### config.mk
export PLATFORM = sky130hd
export DESIGN_NAME = dbg_mem_arb
export DESIGN_NICKNAME = d
export VERILOG_FILES = /design/src/rtl/dbg_mem_arb.sv
export SDC_FILE = /design/constraint.sdc
export NUM_CORES = 1
export LEC_CHECK = 0
export ABC_CLOCK_PERIOD_IN_PS = 2100
export CAP_MARGIN = 20
export CORE_AREA = 2 2 114 116
export CTS_BUF_LIST = sky130_fd_sc_hd__clkbuf_4
export DETAILED_ROUTE_END_ITERATION = 10
export DIE_AREA = 0 0 116 118
export GPL_ROUTABILITY_DRIVEN = 0
export PLACE_DENSITY = 0.7
export SKIP_LAST_GASP = 1
export SLEW_MARGIN = 20
export SYNTH_ARGS = -nofsm -noshare
export SYNTH_HDL_FRONTEND = slang
export SYNTH_SLANG_ARGS = --single-unit
### constraint.sdc
create_clock -name clk -period 2.1 [get_ports clk]
set_input_delay 0.315 -clock clk [delete_from_list [all_inputs] [get_ports clk]]
set_output_delay 0.315 -clock clk [all_outputs]
set_load 0.005 [all_outputs]
### src/rtl/dbg_mem_arb.sv
// Arbiter for the shared synchronous memory port: a 2-entry debug FIFO has
// priority over the CPU, except while the CPU holds a bounded lock.
module dbg_mem_arb #(
  parameter int unsigned MAXLOCK = 8,
  parameter int unsigned FDEPTH  = 2
) (
  input  logic        clk,
  input  logic        nreset,
  input  logic [15:0] c_addr,
  input  logic        c_r,
  input  logic [1:0]  c_wr,
  input  logic [15:0] c_wdata,
  input  logic        c_lock,
  output logic        c_ready,
  output logic [15:0] c_rdata,
  input  logic [15:0] u_addr,
  input  logic        u_r,
  input  logic [1:0]  u_wr,
  input  logic [15:0] u_wdata,
  output logic [15:0] u_rdata,
  output logic        u_valid,
  output logic        u_ovf,
  input  logic        u_ovf_clr,
  output logic        m_cs,
  output logic [15:0] m_addr,
  output logic        m_r,
  output logic [1:0]  m_wr,
  output logic [15:0] m_wdata,
  input  logic [15:0] m_rdata
);

  localparam logic [1:0] OWN_NONE = 2'd0;
  localparam logic [1:0] OWN_CPU  = 2'd1;
  localparam logic [1:0] OWN_DBG  = 2'd2;
  localparam logic [1:0] FULL_CNT = 2'(FDEPTH);
  localparam logic [8:0] MAXLOCK_W = 9'(MAXLOCK);
  localparam logic       LOCK_EN  = (MAXLOCK > 32'd1);

  // entry layout: {addr[34:19], r[18], wr[17:16], wdata[15:0]}
  logic [34:0] fifo_mem_r [0:1];
  logic [34:0] head_s;
  logic        rd_ptr_r;
  logic        wr_ptr_r;
  logic [1:0]  cnt_r;
  logic        lock_active_r;
  logic [7:0]  lock_cnt_r;
  logic [8:0]  lock_cnt_inc_s;
  logic        u_ovf_r;
  logic [1:0]  rd_owner_r;
  logic [15:0] u_rdata_r;
  logic        c_cs_s;
  logic        u_cs_s;
  logic        fifo_ne_s;
  logic        fifo_full_s;
  logic        dbg_gnt_s;
  logic        cpu_gnt_s;
  logic        push_s;
  logic        pop_s;
  logic        ovf_set_s;

  assign c_cs_s      = |{c_wr, c_r};
  assign u_cs_s      = |{u_wr, u_r};
  assign fifo_ne_s   = (cnt_r != 2'd0);
  assign fifo_full_s = (cnt_r == FULL_CNT);
  assign head_s      = fifo_mem_r[rd_ptr_r];

  // Grant is gated by nreset so the memory strobes are quiet during reset.
  assign dbg_gnt_s = nreset & fifo_ne_s & ~lock_active_r;
  assign cpu_gnt_s = nreset & ~dbg_gnt_s & c_cs_s;
  assign pop_s     = dbg_gnt_s;
  assign push_s    = u_cs_s & (~fifo_full_s | pop_s);
  assign ovf_set_s = u_cs_s & fifo_full_s & ~pop_s;
  assign lock_cnt_inc_s = {1'b0, lock_cnt_r} + 9'd1;

  // Memory port mux driven by the current grant.
  always_comb begin
    m_addr  = 16'h0000;
    m_r     = 1'b0;
    m_wr    = 2'b00;
    m_wdata = 16'h0000;
    if (dbg_gnt_s) begin
      m_addr  = head_s[34:19];
      m_r     = head_s[18];
      m_wr    = head_s[17:16];
      m_wdata = head_s[15:0];
    end else if (cpu_gnt_s) begin
      m_addr  = c_addr;
      m_r     = c_r;
      m_wr    = c_wr;
      m_wdata = c_wdata;
    end else begin
      m_addr  = 16'h0000;
      m_r     = 1'b0;
      m_wr    = 2'b00;
      m_wdata = 16'h0000;
    end
  end

  assign m_cs    = |{m_r, m_wr};
  assign c_ready = cpu_gnt_s;
  assign c_rdata = m_rdata;

  // Debug FIFO storage, pointers and occupancy.
  always_ff @(posedge clk or negedge nreset) begin
    if (!nreset) begin
      fifo_mem_r[0] <= 35'd0;
      fifo_mem_r[1] <= 35'd0;
      rd_ptr_r      <= 1'b0;
      wr_ptr_r      <= 1'b0;
      cnt_r         <= 2'd0;
    end else begin
      if (push_s) begin
        fifo_mem_r[wr_ptr_r] <= {u_addr, u_r, u_wr, u_wdata};
        wr_ptr_r             <= ~wr_ptr_r;
      end
      if (pop_s) begin
        rd_ptr_r <= ~rd_ptr_r;
      end
      case ({push_s, pop_s})
        2'b10:   cnt_r <= cnt_r + 2'd1;
        2'b01:   cnt_r <= cnt_r - 2'd1;
        default: cnt_r <= cnt_r;
      endcase
    end
  end

  // Sticky overflow flag; a new overflow wins over a clear.
  always_ff @(posedge clk or negedge nreset) begin
    if (!nreset) begin
      u_ovf_r <= 1'b0;
    end else if (ovf_set_s) begin
      u_ovf_r <= 1'b1;
    end else if (u_ovf_clr) begin
      u_ovf_r <= 1'b0;
    end
  end

  // CPU lock tracking with forced release after MAXLOCK cycles.
  always_ff @(posedge clk or negedge nreset) begin
    if (!nreset) begin
      lock_active_r <= 1'b0;
      lock_cnt_r    <= 8'd0;
    end else if (lock_active_r) begin
      if ((cpu_gnt_s && !c_lock) || !c_cs_s || (lock_cnt_inc_s >= MAXLOCK_W)) begin
        lock_active_r <= 1'b0;
        lock_cnt_r    <= 8'd0;
      end else begin
        lock_cnt_r    <= lock_cnt_inc_s[7:0];
      end
    end else if (cpu_gnt_s && c_lock) begin
      lock_active_r <= LOCK_EN;
      lock_cnt_r    <= LOCK_EN ? 8'd1 : 8'd0;
    end
  end

  // Read-return ownership and debug read data capture.
  always_ff @(posedge clk or negedge nreset) begin
    if (!nreset) begin
      rd_owner_r <= OWN_NONE;
      u_rdata_r  <= 16'h0000;
    end else begin
      if (m_r) begin
        rd_owner_r <= dbg_gnt_s ? OWN_DBG : OWN_CPU;
      end else begin
        rd_owner_r <= OWN_NONE;
      end
      if (rd_owner_r == OWN_DBG) begin
        u_rdata_r <= m_rdata;
      end
    end
  end

  // Debug data is presented in the return cycle and held afterwards.
  assign u_valid = (rd_owner_r == OWN_DBG);
  assign u_rdata = u_valid ? m_rdata : u_rdata_r;
  assign u_ovf   = u_ovf_r;

endmodule

-- Word level (Yosys, flattened, before mapping)
Index checks and enable logic that the tools add are counted.
- bits in registers: 102
- magnitude comparators: 4
- multiplexer cells: 26
- add/sub/neg operators: 3
- equal/unequal tests: 4
- bitwise operators: 15
- reductions and logical operators: 14
- operators with widths (operator ; number):
    2-to-1 mux 35 bit ; 4
    2-to-1 mux 16 bit ; 5
    bitwise mux 70 bit ; 1
    demux 35 bit (select 1 bit) ; 1
    2-to-1 mux 8 bit ; 3
    adder 8 x 1 -> 9 bit, second input constant ; 1
    >= comparator 9 x 4 -> 1 bit, second input constant ; 1
    OR reduction 3 bit ; 3
    2-to-1 mux 2 bit ; 4
    nonzero test 2 bit ; 4
    bitwise AND 1 bit ; 7
    2-to-1 mux 1 bit ; 7
    equality test 2 bit, second input constant ; 3
    NOT 1 bit ; 5
    >= comparator 2 bit, second input constant ; 2
    NOT 1 -> 2 bit ; 2
    case mux 2 bit (2 select lines) ; 1
    logical AND 1 bit ; 3
    adder 2 x 1 -> 2 bit, second input constant ; 1
    equality test 2 x 1 -> 1 bit, second input constant ; 1
    zero test 1 bit ; 2
    logical OR 1 bit ; 2
    less-than comparator 2 x 1 -> 1 bit, second input constant ; 1
    subtractor 2 x 1 -> 2 bit, second input constant ; 1
    OR 1 bit ; 1

-- Logic depth before layout (Yosys ltp)
Gate-level depths: netlist of the first run.
- depth in word-level cells: 11
- mapped depth: 10

-- Least setup slack after synthesis of the first run
Ideal clock, no wire load.
- kind: register -> output
- start: register lock_active_r
- end: output m_cs
- data arrival time: 1.469 ns
- path slack: 0.316 ns
- stages on the path, launching flop included: 6
- data required time: 1.785 ns
- cells stage by stage: dfrtp_1 > nand2b_4 > or2_0 > buf_2 > a31o_1 > or3_1
- word-level cells in the longest chain between the ends: 8
- RTL lines (element ; line ; RTL):
    from (decl) ; 45 ; logic lock_active_r;
    from (signal assigned) ; 141 ; lock_active_r <= 1'b0;
    from (signal assigned) ; 145 ; lock_active_r <= 1'b0;
    from (signal assigned) ; 151 ; lock_active_r <= LOCK_EN;
    NOT 1 bit (*) ; 68 ; assign dbg_gnt_s = nreset & fifo_ne_s & ~lock_active_r;
    bitwise AND 1 bit (*) ; 68 ;
    NOT 1 bit ; 69 ; assign cpu_gnt_s = nreset & ~dbg_gnt_s & c_cs_s;
    bitwise AND 1 bit (2 in series) ; 69 ;
    2-to-1 mux 1 bit ; 86 ; end else if (cpu_gnt_s) begin
    2-to-1 mux 1 bit (*) ; 81 ; if (dbg_gnt_s) begin
    net m_r ; 26 ; output logic m_r,
    OR reduction 3 bit (*) ; 99 ; assign m_cs = |{m_r, m_wr};
    to (decl) ; 24 ; output logic m_cs,
Mark *: on every way through the listed nets, which the timed path passes. The rest lies on a longest branch.

-- Worst setup path after layout of the first run
- start: input nreset
- end: output m_cs
- word-level cells in the longest chain between the ends: 8
- RTL lines (element ; line ; RTL):
    from (decl) ; 8 ; input logic nreset,
    bitwise AND 1 bit (2 in series) ; 68 ;
    NOT 1 bit ; 69 ;
    bitwise AND 1 bit (2 in series) ; 69 ;
    2-to-1 mux 1 bit or 2-to-1 mux 2 bit (tied branches) ; 86 ;
    2-to-1 mux 1 bit or 2-to-1 mux 2 bit (tied branches) ; 81 ;
    OR reduction 3 bit (*) ; 99 ;
Mark *: on every way between the ends. The rest lies on a longest branch, timed or not.

==> flow_summary_export.csv, run 1 <==
group,metric,value,unit
run_status,status,"complete, but fails checks",
run_status,failed_checks,"setup timing",
cells_and_area,final_area,7301,sq um
synth,ys.flop_type,"dfrtp_1",
timing,rsz0062_at_grt,"yes",
routing,detail_route.wirelength,13030,microns
global_routing,grt_start_max_net_pins,46,
timing,fin_skew,16.67,ps
global_routing,overflow,0,
timing,finalWorstSetupSlack,-205.3,ps
routing,firstDrtPassIters,4,
min_path,min_to,"rd_owner_r[1]",
min_path,hold_start,"nreset",
clock_network,tritoncts,"yes",
timing,hold_violations,0,
worst_setup_path,path_buf_inv,4,
power_and_ir_drop,vdd_drop_max,0.6419,mV
global_routing,track_usage,18.77,%
power_and_ir_drop,power_density,1338,nW/um^2
synth,synth_top_area_share,52.42,%
timing,max_freq,433.8,MHz
power_and_ir_drop,p_leak,3.309,nW
clock_network,htreeDepth,3,
clock_network,clk_path_buf_depth,2,
die,die_w,116,microns
worst_setup_path,r2r_end,"fifo_mem_r[58]",
power_and_ir_drop,p_total,9.765,mW
worst_setup_path,critPathMaxStageDelay,580,ps
routing,initialDrtViolationCount,110,
clock_network,cts_sinks,102,
die,rows,41,
job,cap_violations,0,
worst_setup_path,crit_path_start_kind,"input pin",
global_routing,antenna_found_initial,1,
worst_setup_path,cp_slowest_cell,"dlygate4sd3_1",
min_path,holdPathStages,5,
timing,period_minus_slack,2305,ps
die,initial_core_util,39.23,%
routing,num_vias,3755,
synth,synth_nets,480,
cells_and_area,syn2layout_area_growth,49.92,%
placement,hpwl,8363,microns
clock_network,cts_buffers,9,
synth,ys_top_cells_by_area,"dfrtp_1 52%, mux2_2 20%, mux2i_1 7.4%",
die,die_height,118,microns
clock_network,clk_pin_slew,160,ps
global_routing,grt_pass1_vias,3968,
worst_setup_path,r2r_start,"lock_active_r",
cells_and_area,nNetsFinal,664,
clock_network,cts-root-buf,"clkbuf_4",
worst_setup_path,rrSetupSlack,210,ps
timing,setup_violations,39,
worst_setup_path,cp_top_family,"buffers and inverters",
timing,drv_slew,0,
timing,slew_headroom,61.34,%
synth,ys_seq_area_share,52.42,%
synth,synth_edf_count,0,
worst_setup_path,cp.arrival,1990,ps
worst_setup_path,path_cells,"buf_4 -> dlygate4sd3_1 -> buf_4 -> o211ai_1 -> o21ai_4 -> or3_1 -> buf_2",
synth,avgSynthCellArea,12.58,sq um
worst_setup_path,critPathKind,"input pin to output port",
die,dieArea,13690,sq um
worst_setup_path,endpoint_kind,"output port",
min_path,min_path_type,"input pin to flip-flop",
routing,drcViolationCount,0,
placement,pre_cts_ws,-300.3,ps
synth,syn-cell-area,4870,sq um
die,io_pins,161,
routing,ant_nets,0,
worst_setup_path,worst_path_most_repeated_cell,"buf_4",
routing,avgRoutedWirePerCell,17.39,microns
placement,io_buffers,160,
routing,vias_per_cell,5.013,
cells_and_area,drive_above_1_share,40.10,%
synth,ys_types,39,
synth,syn_inst,387,
worst_setup_path,crit_required,1780,ps
synth,yosys.area.top_type,"dfrtp_1",
worst_setup_path,cp_max_fo,8,
synth,ys_seq_elements,102,
global_routing,grt_first_pass_wirelength,20150,microns
synth,ys_async_sr_fraction,100.0,%
synth,synth_warnings,0,
clock_network,clk_latency,460,ps
timing,tightest_slew,579.9,ps
worst_setup_path,cp-startpoint,"nreset",
worst_setup_path,ff2ff_path_depth,5,
timing,finalCritPeriodShare,109.8,%
die,coreArea,12410,sq um
placement,place_area,6758,sq um
## layer usage
layer | global-route usage, % | share of wire, % | vias up
li1 | - | - | 1740
met1 | 21.25 | 39 | 1890
met2 | 34.87 | 54 | 117
met3 | 4.119 | 6.0 | 8
met4 | 5.208 | 1.1 | 0
met5 | 0 | 0 | -
## kinds of logic (layout without fill, tap and decap cells)
group	after synthesis	after routing	share of synthesized area (%)
buf+inv	46	234	5.576
other cells	0	1	0
fa+ha+maj	3	3	0.7709
simple gates	60	61	6.424
compound gates	48	48	6.449
xor+xnor	6	6	1.079
mux	122	122	27.29
flops	102	102	52.42
## layout make-up
| type | count | area, sq um |
|---|---|---|
| sequential | 102 | 2554 |
| fill | 1064 | 5114 |
| timing repair buffer | 213 | 2136 |
| tap | 172 | 215.2 |
| inverter | 5 | 18.77 |
| antenna | 1 | 2.502 |
| multi-input combinational | 240 | 2261 |
| clock inverter | 6 | 38.79 |
| clock buffer | 10 | 75.07 |
## cell usage after synthesis, drive strengths merged (4+ instances only)
cell      n
o21ai     4
nor2      4
o22ai    34
mux2i    36
clkbuf    7
xnor2     5
and2      5
inv       5
nand2    35
dfrtp   102
mux2     86
buf      34
## worst register-to-register path: cells and delay by family (launching register included)
kind	cells	cell delay, ps
and+or+nand+nor	2	500
DFF	1	410
muxes	1	400
AOI/OAI and AO/OA	1	320
buffers and inverters	1	150
## state kept, by name (all words and copies together), names as in the netlist
signal / cells
lock_active_r: 1
cnt_r: 2
rd_ptr_r: 1
lock_cnt_r: 8
rd_owner_r: 2
fifo_mem_r: 70
u_ovf: 1
u_rdata_r: 16
wr_ptr_r: 1
## how the worst max path moves through the flow
stage,endpoint,slack [ps],cells past startpoint
2_1_floorplan,m_cs,320,5
4_1_cts,m_cs,-200,5
6_report,m_cs,-210,7
3_3_place_gp,m_addr[3],-290,6
5_1_grt,m_cs,-270,6
3_5_place_dp,m_wdata[14],-300,6
## power by group
group / internal (mW) / leakage [nW] / switching, mW
Clock: 0.254 / 0.0638 / 0.647
Combinational: 3.27 / 2.03 / 2.17
Sequential: 2.91 / 1.21 / 0.510
Total: 6.43 / 3.31 / 3.33
## stage by stage
stage / setup TNS [ps] / util, % / instances / hold slack [ps]
after floorplan: 0 / - / 387 / 19.41
after global placement: -15200 / 54.43 / 708 / 273.7
after detailed placement: -15320 / 54.43 / 708 / 272.1
after CTS: -4985 / 57.25 / 741 / 318.2
after global routing: -7101 / 58.81 / 749 / 316.2
final: -2612 / 58.81 / 749 / 346.5
## placed cells by master (no fill, tap or decap), drive strengths merged, types with 2 or more instances in the layout
master	count
a31o	2
nor2b	2
dfrtp	102
xnor2	5
nor3	2
buf	97
or3	2
o211ai	2
clkdlybuf4s50	105
a21oi	2
o21ai	4
nand2b	2
mux2	86
clkinv	5
nand2	35
dlygate4sd2	2
nor2	5
inv	5
o22ai	34
ha	3
clkbuf	12
and2	5
clkdlybuf4s15	5
mux2i	36
nand3	3
## what timing repair did
item | in CTS | in global routing
gates resized for setup | 244 | 34
hold buffers | 1 | 0
hold endpoints to repair | 58 | 0
buffers inserted | 13 | 8
pin swaps | 8 | 7
cloned | 5 | 2
setup endpoints to repair | 53 | 87
No activity file was read; power rests on OpenSTA's default activity.
==> inputs of run 2 (changes only) <==
Settings changed: CTS_CLUSTER_SIZE set to 40.
==> results of run 2 <==
Same layout as run 1: the final DEF is identical, and so are final timing and power.
